### src/rtl/moosic_pkg.sv
// Shared types and helpers for the moosic key loader.
package moosic_pkg;

    // Loader states: waiting, collecting data chunks, awaiting checksum chunk.
    typedef enum logic [1:0] {
        IDLE = 2'd0,
        LOAD = 2'd1,
        SUM  = 2'd2
    } state_e;

    localparam int KEY_SIZE_DEF = 16;
    localparam int NIBBLE_W_DEF = 4;

    // Number of data chunks (excluding the checksum) that make up one key.
    function automatic int chunk_count(input int key_size, input int nibble_w);
        return key_size / nibble_w;
    endfunction

endpackage

### src/rtl/moosic_rise_detect.sv
// Registered rising-edge detector for a signal already synchronous to clk.
module moosic_rise_detect (
    input  logic clk,
    input  logic rst_n,
    input  logic i_sig,
    output logic o_rise
);

    logic r_prev;

    // Remember last cycle's level so a held-high input yields one pulse.
    always_ff @(posedge clk or negedge rst_n) begin
        if (!rst_n) begin
            r_prev <= 1'b0;
        end else begin
            r_prev <= i_sig;
        end
    end

    assign o_rise = i_sig & ~r_prev;

endmodule

### src/rtl/moosic_key_loader.sv
// Assembles a key from strobed chunks, validates it with a trailing XOR
// checksum chunk and commits only validated keys to moosic_key.
module moosic_key_loader
    import moosic_pkg::*;
#(
    parameter int KEY_SIZE = KEY_SIZE_DEF,
    parameter int NIBBLE_W = NIBBLE_W_DEF,
    parameter int TIMEOUT  = 65535
) (
    input  logic                clk,
    input  logic                rst_n,
    input  logic                load_key,
    input  logic [NIBBLE_W-1:0] key_data,
    output logic [KEY_SIZE-1:0] moosic_key,
    output logic                key_valid,
    output logic                busy,
    output logic                error
);

    localparam int N  = chunk_count(KEY_SIZE, NIBBLE_W);
    localparam int CW = $clog2(N + 1);
    localparam int TW = $clog2(TIMEOUT + 1);

    state_e              r_state;
    logic [KEY_SIZE-1:0] r_shift;
    logic [NIBBLE_W-1:0] r_xor;
    logic [CW-1:0]       r_cnt;
    logic [TW-1:0]       r_timer;
    logic [KEY_SIZE-1:0] r_key;
    logic                r_valid;
    logic                r_busy;
    logic                r_error;

    state_e              w_state_nxt;
    logic [KEY_SIZE-1:0] w_shift_nxt;
    logic [NIBBLE_W-1:0] w_xor_nxt;
    logic [CW-1:0]       w_cnt_nxt;
    logic [TW-1:0]       w_timer_nxt;
    logic [KEY_SIZE-1:0] w_key_nxt;
    logic                w_valid_nxt;
    logic                w_error_nxt;
    logic                w_rise;
    logic                w_timeout;
    logic [KEY_SIZE-1:0] w_shifted;

    moosic_rise_detect u_rise (
        .clk    (clk),
        .rst_n  (rst_n),
        .i_sig  (load_key),
        .o_rise (w_rise)
    );

    // The timer holds the number of idle cycles already elapsed since the
    // last accepted chunk; this cycle is the TIMEOUT-th one, so abort now.
    // Checked ahead of the strobe so a colliding chunk is dropped.
    assign w_timeout = (r_state != IDLE) && (r_timer == TW'(TIMEOUT - 1));

    // New chunks enter at the LSB end; the first chunk ends up most significant.
    assign w_shifted = (r_shift << NIBBLE_W) | KEY_SIZE'(key_data);

    // Next-state and datapath update for the load sequencer.
    always_comb begin
        w_state_nxt = r_state;
        w_shift_nxt = r_shift;
        w_xor_nxt   = r_xor;
        w_cnt_nxt   = r_cnt;
        w_timer_nxt = r_timer;
        w_key_nxt   = r_key;
        w_valid_nxt = r_valid;
        w_error_nxt = r_error;

        case (r_state)
            IDLE: begin
                if (w_rise) begin
                    w_state_nxt = (N == 1) ? SUM : LOAD;
                    w_shift_nxt = KEY_SIZE'(key_data);
                    w_xor_nxt   = key_data;
                    w_cnt_nxt   = CW'(1);
                    w_timer_nxt = '0;
                    w_error_nxt = 1'b0;
                end
            end

            LOAD: begin
                if (w_timeout) begin
                    w_state_nxt = IDLE;
                    w_shift_nxt = '0;
                    w_xor_nxt   = '0;
                    w_cnt_nxt   = '0;
                    w_timer_nxt = '0;
                    w_error_nxt = 1'b1;
                end else if (w_rise) begin
                    w_shift_nxt = w_shifted;
                    w_xor_nxt   = r_xor ^ key_data;
                    w_cnt_nxt   = r_cnt + CW'(1);
                    w_timer_nxt = '0;
                    if (r_cnt == CW'(N - 1)) begin
                        w_state_nxt = SUM;
                    end
                end else begin
                    w_timer_nxt = r_timer + TW'(1);
                end
            end

            SUM: begin
                if (w_timeout) begin
                    w_state_nxt = IDLE;
                    w_shift_nxt = '0;
                    w_xor_nxt   = '0;
                    w_cnt_nxt   = '0;
                    w_timer_nxt = '0;
                    w_error_nxt = 1'b1;
                end else if (w_rise) begin
                    w_state_nxt = IDLE;
                    w_cnt_nxt   = '0;
                    w_timer_nxt = '0;
                    if (key_data == r_xor) begin
                        w_key_nxt   = r_shift;
                        w_valid_nxt = 1'b1;
                        w_error_nxt = 1'b0;
                    end else begin
                        w_error_nxt = 1'b1;
                    end
                end else begin
                    w_timer_nxt = r_timer + TW'(1);
                end
            end

            default: begin
                w_state_nxt = IDLE;
            end
        endcase
    end

    // State, datapath and registered outputs; reset discards any partial load.
    always_ff @(posedge clk or negedge rst_n) begin
        if (!rst_n) begin
            r_state <= IDLE;
            r_shift <= '0;
            r_xor   <= '0;
            r_cnt   <= '0;
            r_timer <= '0;
            r_key   <= '0;
            r_valid <= 1'b0;
            r_busy  <= 1'b0;
            r_error <= 1'b0;
        end else begin
            r_state <= w_state_nxt;
            r_shift <= w_shift_nxt;
            r_xor   <= w_xor_nxt;
            r_cnt   <= w_cnt_nxt;
            r_timer <= w_timer_nxt;
            r_key   <= w_key_nxt;
            r_valid <= w_valid_nxt;
            r_busy  <= (w_state_nxt != IDLE);
            r_error <= w_error_nxt;
        end
    end

    assign moosic_key = r_key;
    assign key_valid  = r_valid;
    assign busy       = r_busy;
    assign error      = r_error;

endmodule

### config.mk
export PLATFORM = sky130hd
export DESIGN_NAME = moosic_key_loader
export DESIGN_NICKNAME = d
export VERILOG_FILES = /design/src/rtl/moosic_pkg.sv /design/src/rtl/moosic_rise_detect.sv /design/src/rtl/moosic_key_loader.sv
export SDC_FILE = /design/constraint.sdc
export NUM_CORES = 1
export LEC_CHECK = 0
export ABC_AREA = 1
export BUFFER_PORTS_ARGS = -buffer_cell sky130_fd_sc_hd__buf_2
export CAP_MARGIN = 40
export CELL_PAD_IN_SITES_DETAIL_PLACEMENT = 1
export CELL_PAD_IN_SITES_GLOBAL_PLACEMENT = 2
export CORE_MARGIN = 1
export CORE_UTILIZATION = 36
export DETAILED_ROUTE_END_ITERATION = 8
export PLACE_DENSITY = 0.85
export SLEW_MARGIN = 40
export SYNTH_ARGS = -nofsm -noshare
export SYNTH_HDL_FRONTEND = slang
export SYNTH_SLANG_ARGS = --single-unit
export TNS_END_PERCENT = 10
### constraint.sdc
create_clock -name clk -period 1.8 [get_ports clk]
set_input_delay 0.09 -clock clk [delete_from_list [all_inputs] [get_ports clk]]
set_output_delay 0.09 -clock clk [all_outputs]
set_load 0.05 [all_outputs]
# --- After elaboration in Yosys (flattened, before gate mapping) ---
# Index checks and enable logic that the tools add are counted.
word_totals:
  regBits: 61
  output_inout_bits: 19
op_classes:
  bitwise: 5
  n_eq_ne: 10
  reduce_logical: 12
  n_mux: 33
  n_addsub: 2
ops:
  columns: ["cell", "n"]
  rows:
  - ["2-to-1 mux 16 bit", 7]
  - ["one-hot mux 16 bit (3 select lines)", 1]
  - ["one-hot mux 16 bit (2 select lines)", 1]
  - ["adder 16 x 1 -> 16 bit, second input constant", 1]
  - ["== test 16 bit, second input constant", 1]
  - ["2-to-1 mux 4 bit", 4]
  - ["bitwise OR 16 x 4 -> 16 bit", 1]
  - ["AND reduction 4 bit", 4]
  - ["2-to-1 mux 3 bit", 5]
  - ["2-to-1 mux 2 bit", 6]
  - ["one-hot mux 4 bit (3 select lines)", 1]
  - ["one-hot mux 3 bit (3 select lines)", 1]
  - ["inequality test 3 x 2 -> 1 bit, second input constant", 2]
  - ["one-hot mux 2 bit (3 select lines)", 1]
  - ["nonzero test 2 bit", 3]
  - ["2-to-1 mux 1 bit", 5]
  - ["== test 4 bit", 1]
  - ["inequality test 2 bit, second input constant", 2]
  - ["XOR 4 bit", 1]
  - ["adder 3 x 1 -> 3 bit, second input constant", 1]
  - ["== test 3 x 2 -> 1 bit, second input constant", 1]
  - ["one-hot mux 1 bit (3 select lines)", 1]
  - ["nonzero test 3 bit", 1]
  - ["== test 2 x 1 -> 1 bit, second input constant", 1]
  - ["8 further kinds", 9]

# --- Depth between registers and ports, before layout ---
depth:
  word_depth: 6
  depth_mapped: 12

# --- By module ---
# A second synthesis with hierarchy kept.
unflattened:
  cells_unflattened: 401
  hier_area_um2: 3231.8
by_module_without_submodules:
  columns: ["mod", "area_each_um2", "seq_area_each_um2", "n_inst", "cells_each"]
  rows:
  - ["moosic_key_loader", 3196.8, 1501.4, 1, 398]
  - ["moosic_rise_detect", 35.0, 25.0, 1, 3]

# --- Worst setup path after synthesis ---
# OpenSTA, ideal clock, no wires.
synth_timing:
  kind: "register to register"
  startpoint: "reg r_state[0]"
  endpoint: "reg r_shift[4]"
  path_slack_ns: 0.167
  path_buffers: 1
  stages_incl_launch_ff: 12
  setup_ns: 0.117
  arrival_ns: 1.516
  cell_sequence: "dfrtp_1 > inv_1 > ha_1 > nor2_1 > nand2_1 > nor2_4 > nand2_8 > nand3_4 > nand3_4 > buf_6 > nand2_2 > o21ai_2"
synth_between:
  elab_chain_len: 4
  word_cells_on_any_way: 12
  cone_classes: "5 x eq/ne; 2 x mux; 5 x reduce/logical"
synth_lines:
  columns: ["element", "line", "rtl"]
  rows:
  - ["from (decl)", "moosic_key_loader.sv:24", "state_e r_state;"]
  - ["from (signal assigned)", "moosic_key_loader.sv:148", "r_state <= w_state_nxt;"]
  - ["nonzero test 2 bit", "moosic_key_loader.sv:56", "assign w_timeout = (r_state != IDLE) && (r_timer == TW'(TIMEOUT - 1));"]
  - ["logical AND 1 bit", "moosic_key_loader.sv:56", null]
  - ["inequality test 3 x 2 -> 1 bit (no line), or another cell as far along", null, null]
  - ["AND reduction 4 bit (no line) or one-hot mux 16 bit (3 select lines) (tied branches)", null, null]
  - ["to (signal assigned)", "moosic_key_loader.sv:149", "r_shift <= w_shift_nxt;"]
  - ["to (decl)", "moosic_key_loader.sv:25", "logic [KEY_SIZE-1:0] r_shift;"]
# Parallel ways exist; a longest one is shown, timed or not.
# A chain may end at the register's enable or synchronous reset.

# --- Worst setup path after layout ---
layout_timing:
  startpoint: "reg r_timer[0]"
  endpoint: "reg r_shift[9]"
layout_between:
  elab_chain_len: 4
  word_cells_on_any_way: 7
  cone_classes: "3 x eq/ne; 2 x mux; 2 x reduce/logical"
layout_lines:
  columns: ["element", "line", "rtl"]
  rows:
  - ["from (decl)", "moosic_key_loader.sv:28", "logic [TW-1:0] r_timer;"]
  - ["from (signal assigned)", "moosic_key_loader.sv:152", "r_timer <= w_timer_nxt;"]
  - ["== test 16 bit *", "moosic_key_loader.sv:56", null]
  - ["logical AND 1 bit *", "moosic_key_loader.sv:56", null]
  - ["inequality test 3 x 2 -> 1 bit (no line), or another cell as far along", null, null]
  - ["AND reduction 4 bit (no line) or one-hot mux 16 bit (3 select lines) (tied branches)", null, null]
# Every way passes the cells marked *; elsewhere a longest branch is shown, timed or not.

==> qor.yml <==
outcome: "finished with violations"
violations: "design-rule violations"
hold_ws_ns: 0.0324
synth_compound_area_share_pct: 9.52
max_freq_ghz: 0.589
internal_power_mw: 3.11
dieArea_um2: 9590
cts_inserted_buffers: 9
crit_path_max_incr_delay_ns: 0.38
worst_setup_path_start_kind: "register"
hp-start: "key_data[0]"
nets: 463
routed_via_density: 4.70
yosysSeqAreaShare_pct: 46.1
drt_pass1_iterations: 6
die_w_um: 97.9
num_vias: 2638
wl_per_cell_um: 13.5
hold_violations: 0
synth_flop_cell: "dfrtp_1"
grt_use_total_pct: 17.5
finalMaxSlewViolations: 0
synth_top_family_by_area: "simple AND/OR/NAND/NOR gates"
cts_tree: "yes"
routed_wl_um: 7600
pwr_density_cell_nw_per_um2: 1280
clkPwrFrac_pct: 27.2
relSlewSlack_pct: 62.4
initial_core_util_pct: 37.6
path_max_fanout: 19
drt_iter0_drc: 86
clk_pin_slew_worst_paths_ns: 0.07
n_antenna_cell: 0
grt_pass1_vias: 2783
hp-class: "in2reg"
coreArea_um2: 8810
rsz0062_at_grt: "yes"
setup_ws_ns: 0.102
critical_path_class: "reg2reg"
power_switching_mw: 1.98
setup_viol: 0
worst-path-buf-inv: 3
dp_hpwl_um: 5520
yosys_warnings: 0
p_leak_nw: 1.92
rows: 34
layout_common_cells: "nand2_1 (115), dfrtp_1 (61), inv_1 (45)"
detail-route-antenna-nets: 0
drv_cap: 0
skew_ns: 0.00681
switching_share_pct: 38.9
tightest_slew_ns: 0.565
synth_simple_gate_area_share_pct: 30.2
synth_xor_area_share_pct: 2.91
critPathSlowestCell: "dfrtp_1"
grt_pass1_wl_um: 13300
p_seq_share_pct: 34.5
p_comb_share_pct: 38.3
avgSynthCellArea_um2: 8.30
clk_path_buf_depth: 2
timing.final.crit_share_pct: 94.3
rrSetupSlack_ns: 0.10
ys_ff_latch: 61
netlist_area_um2: 3310
area_delta_synth_final_pct: 19.9
post-cts-setup-buffers: 0
vdd_drop_max_mv: 0.550
synthMuxAreaShare_pct: 0
endpoint_kind: "register"
synth_edf_count: 0
die_h_um: 97.9
pin_count: 26
final_common_cell: "nand2_1"
hold_path_depth: 3
antenna_found_initial: 0
cts_root_buf: "clkbuf_8"
final.min_clock_period_ns: 1.70
r2r_cells: 12
routabilityCongestion: 0.828
crit_family: "simple AND/OR/NAND/NOR gates"
yosysUniqueCellTypes: 33
grt_max_degree: 38
required_ns: 2.03
htree_levels: 3
drc: 1
fin_area_um2: 3970
drive_gt1_share_pct: 27.6
io_buffers: 25
rr_endpoint: "r_shift[9]"
min_to: "r_shift[0]"
async_flop_share_pct: 100
syn_nets: 414
syn_inst: 399
place_area_um2: 3680
clk_latency_ns: 0.34
pre_cts_ws_ns: 0.0353
gr-total-overflow: 0
rr_startpoint: "r_timer[0]"
synthAdderAreaFrac_pct: 3.02
worstPathArrival_ns: 1.93
clock-sinks: 61
path_cells: "inv_1 -> ha_2 -> inv_1 -> nor2_1 -> nand2_1 -> nor2_4 -> nand2_8 -> nand3_4 -> nand3_4 -> buf_12 -> nand2_1 -> o21ai_2"
layout make-up:
type / instances / area, µm²
Clock buffer: 9 / 124
Clock inverter: 7 / 97.6
Fill cell: 1049 / 4830
Inverter: 52 / 203
Multi-Input combinational cell: 276 / 1530
Sequential cell: 61 / 1530
Tap cell: 108 / 135
Timing Repair Buffer: 48 / 355
through the flow:
stage          setup TNS [ns]  utilization, %  power (mW)  std cells
6_report                    0            45.1        5.09        561
5_1_grt               -0.0177            45.1        5.44        561
4_1_cts                     0            44.5        5.02        559
3_5_place_dp                0            41.8        3.60        541
3_3_place_gp                0            41.8        3.55        541
2_1_floorplan               0               -        3.05        399
Yosys cell counts, types with 5 or more instances:
cell	n	area, µm²
dfrtp_1	61	1530
ha_1	8	100
inv_1	48	180
nand2_1	115	432
nand2_2	16	100
nand3_1	14	70.1
nor2_1	36	135
nor2_4	6	67.6
o21ai_0	26	130
o21ai_2	16	140
xnor2_1	5	43.8
xor2_1	6	52.6
power by group through the flow:
stage / clock network [mW] / registers, mW / logic, mW
6_report: 1.38 / 1.75 / 1.95
2_1_floorplan: 0 / 1.82 / 1.23
4_1_cts: 1.43 / 1.76 / 1.84
3_5_place_dp: 0 / 1.78 / 1.82
5_1_grt: 1.47 / 1.78 / 2.19
3_3_place_gp: 0 / 1.77 / 1.78
cell families after synthesis:
logic type                 count (synthesis)
adders and majority gates                  8
xor gates and xnor gates                  11
and+or+nand+nor                          208
DFF                                       61
buffers and inverters                     62
AOI/OAI and AO/OA                         49
sequential cells by signal, indices dropped and copies added (netlist names):
name and flops:
busy 1, error 1, key_valid 1, moosic_key 16, r_cnt 3, r_shift 16, r_state 2, r_timer 16
r_xor 4, u_rise.r_prev 1
how the worst max path moves through the flow:
stage	start	to	slack, ns	cells past startpoint
2_1_floorplan	r_state[0]	r_shift[4]	0.17	11
3_3_place_gp	r_timer[1]	r_xor[1]	0.10	12
3_5_place_dp	r_state[0]	r_xor[0]	0.04	10
4_1_cts	r_timer[0]	r_xor[0]	0.02	13
5_1_grt	r_state[0]	busy	-0.008	12
6_report	r_timer[0]	r_shift[9]	0.10	12
worst register-to-register path, stage by stage, from the launching register on:
cell,delay [ns]
dfrtp_1,0.38
inv_1,0.06
ha_2,0.19
inv_1,0.04
nor2_1,0.08
nand2_1,0.09
nor2_4,0.14
nand2_8,0.09
nand3_4,0.08
nand3_4,0.10
buf_12,0.18
nand2_1,0.09
o21ai_2,0.06
per-layer routing:
| metal | track usage, % | wire (µm) |
|---|---|---|
| met1 | 23.1 | 3700 |
| met2 | 28.1 | 3600 |
| met4 | 7.69 | 150 |
| met3 | 3.08 | 138 |
| met5 | 0 | 0 |
what timing repair did:
action                                  CTS  global route
endpoints found under the hold margin    23             0
endpoints found under the setup margin    0            38
gates resized for setup                   0            12
hold buffers                              2             0
Note: power is estimated with default switching activity, not from simulation.
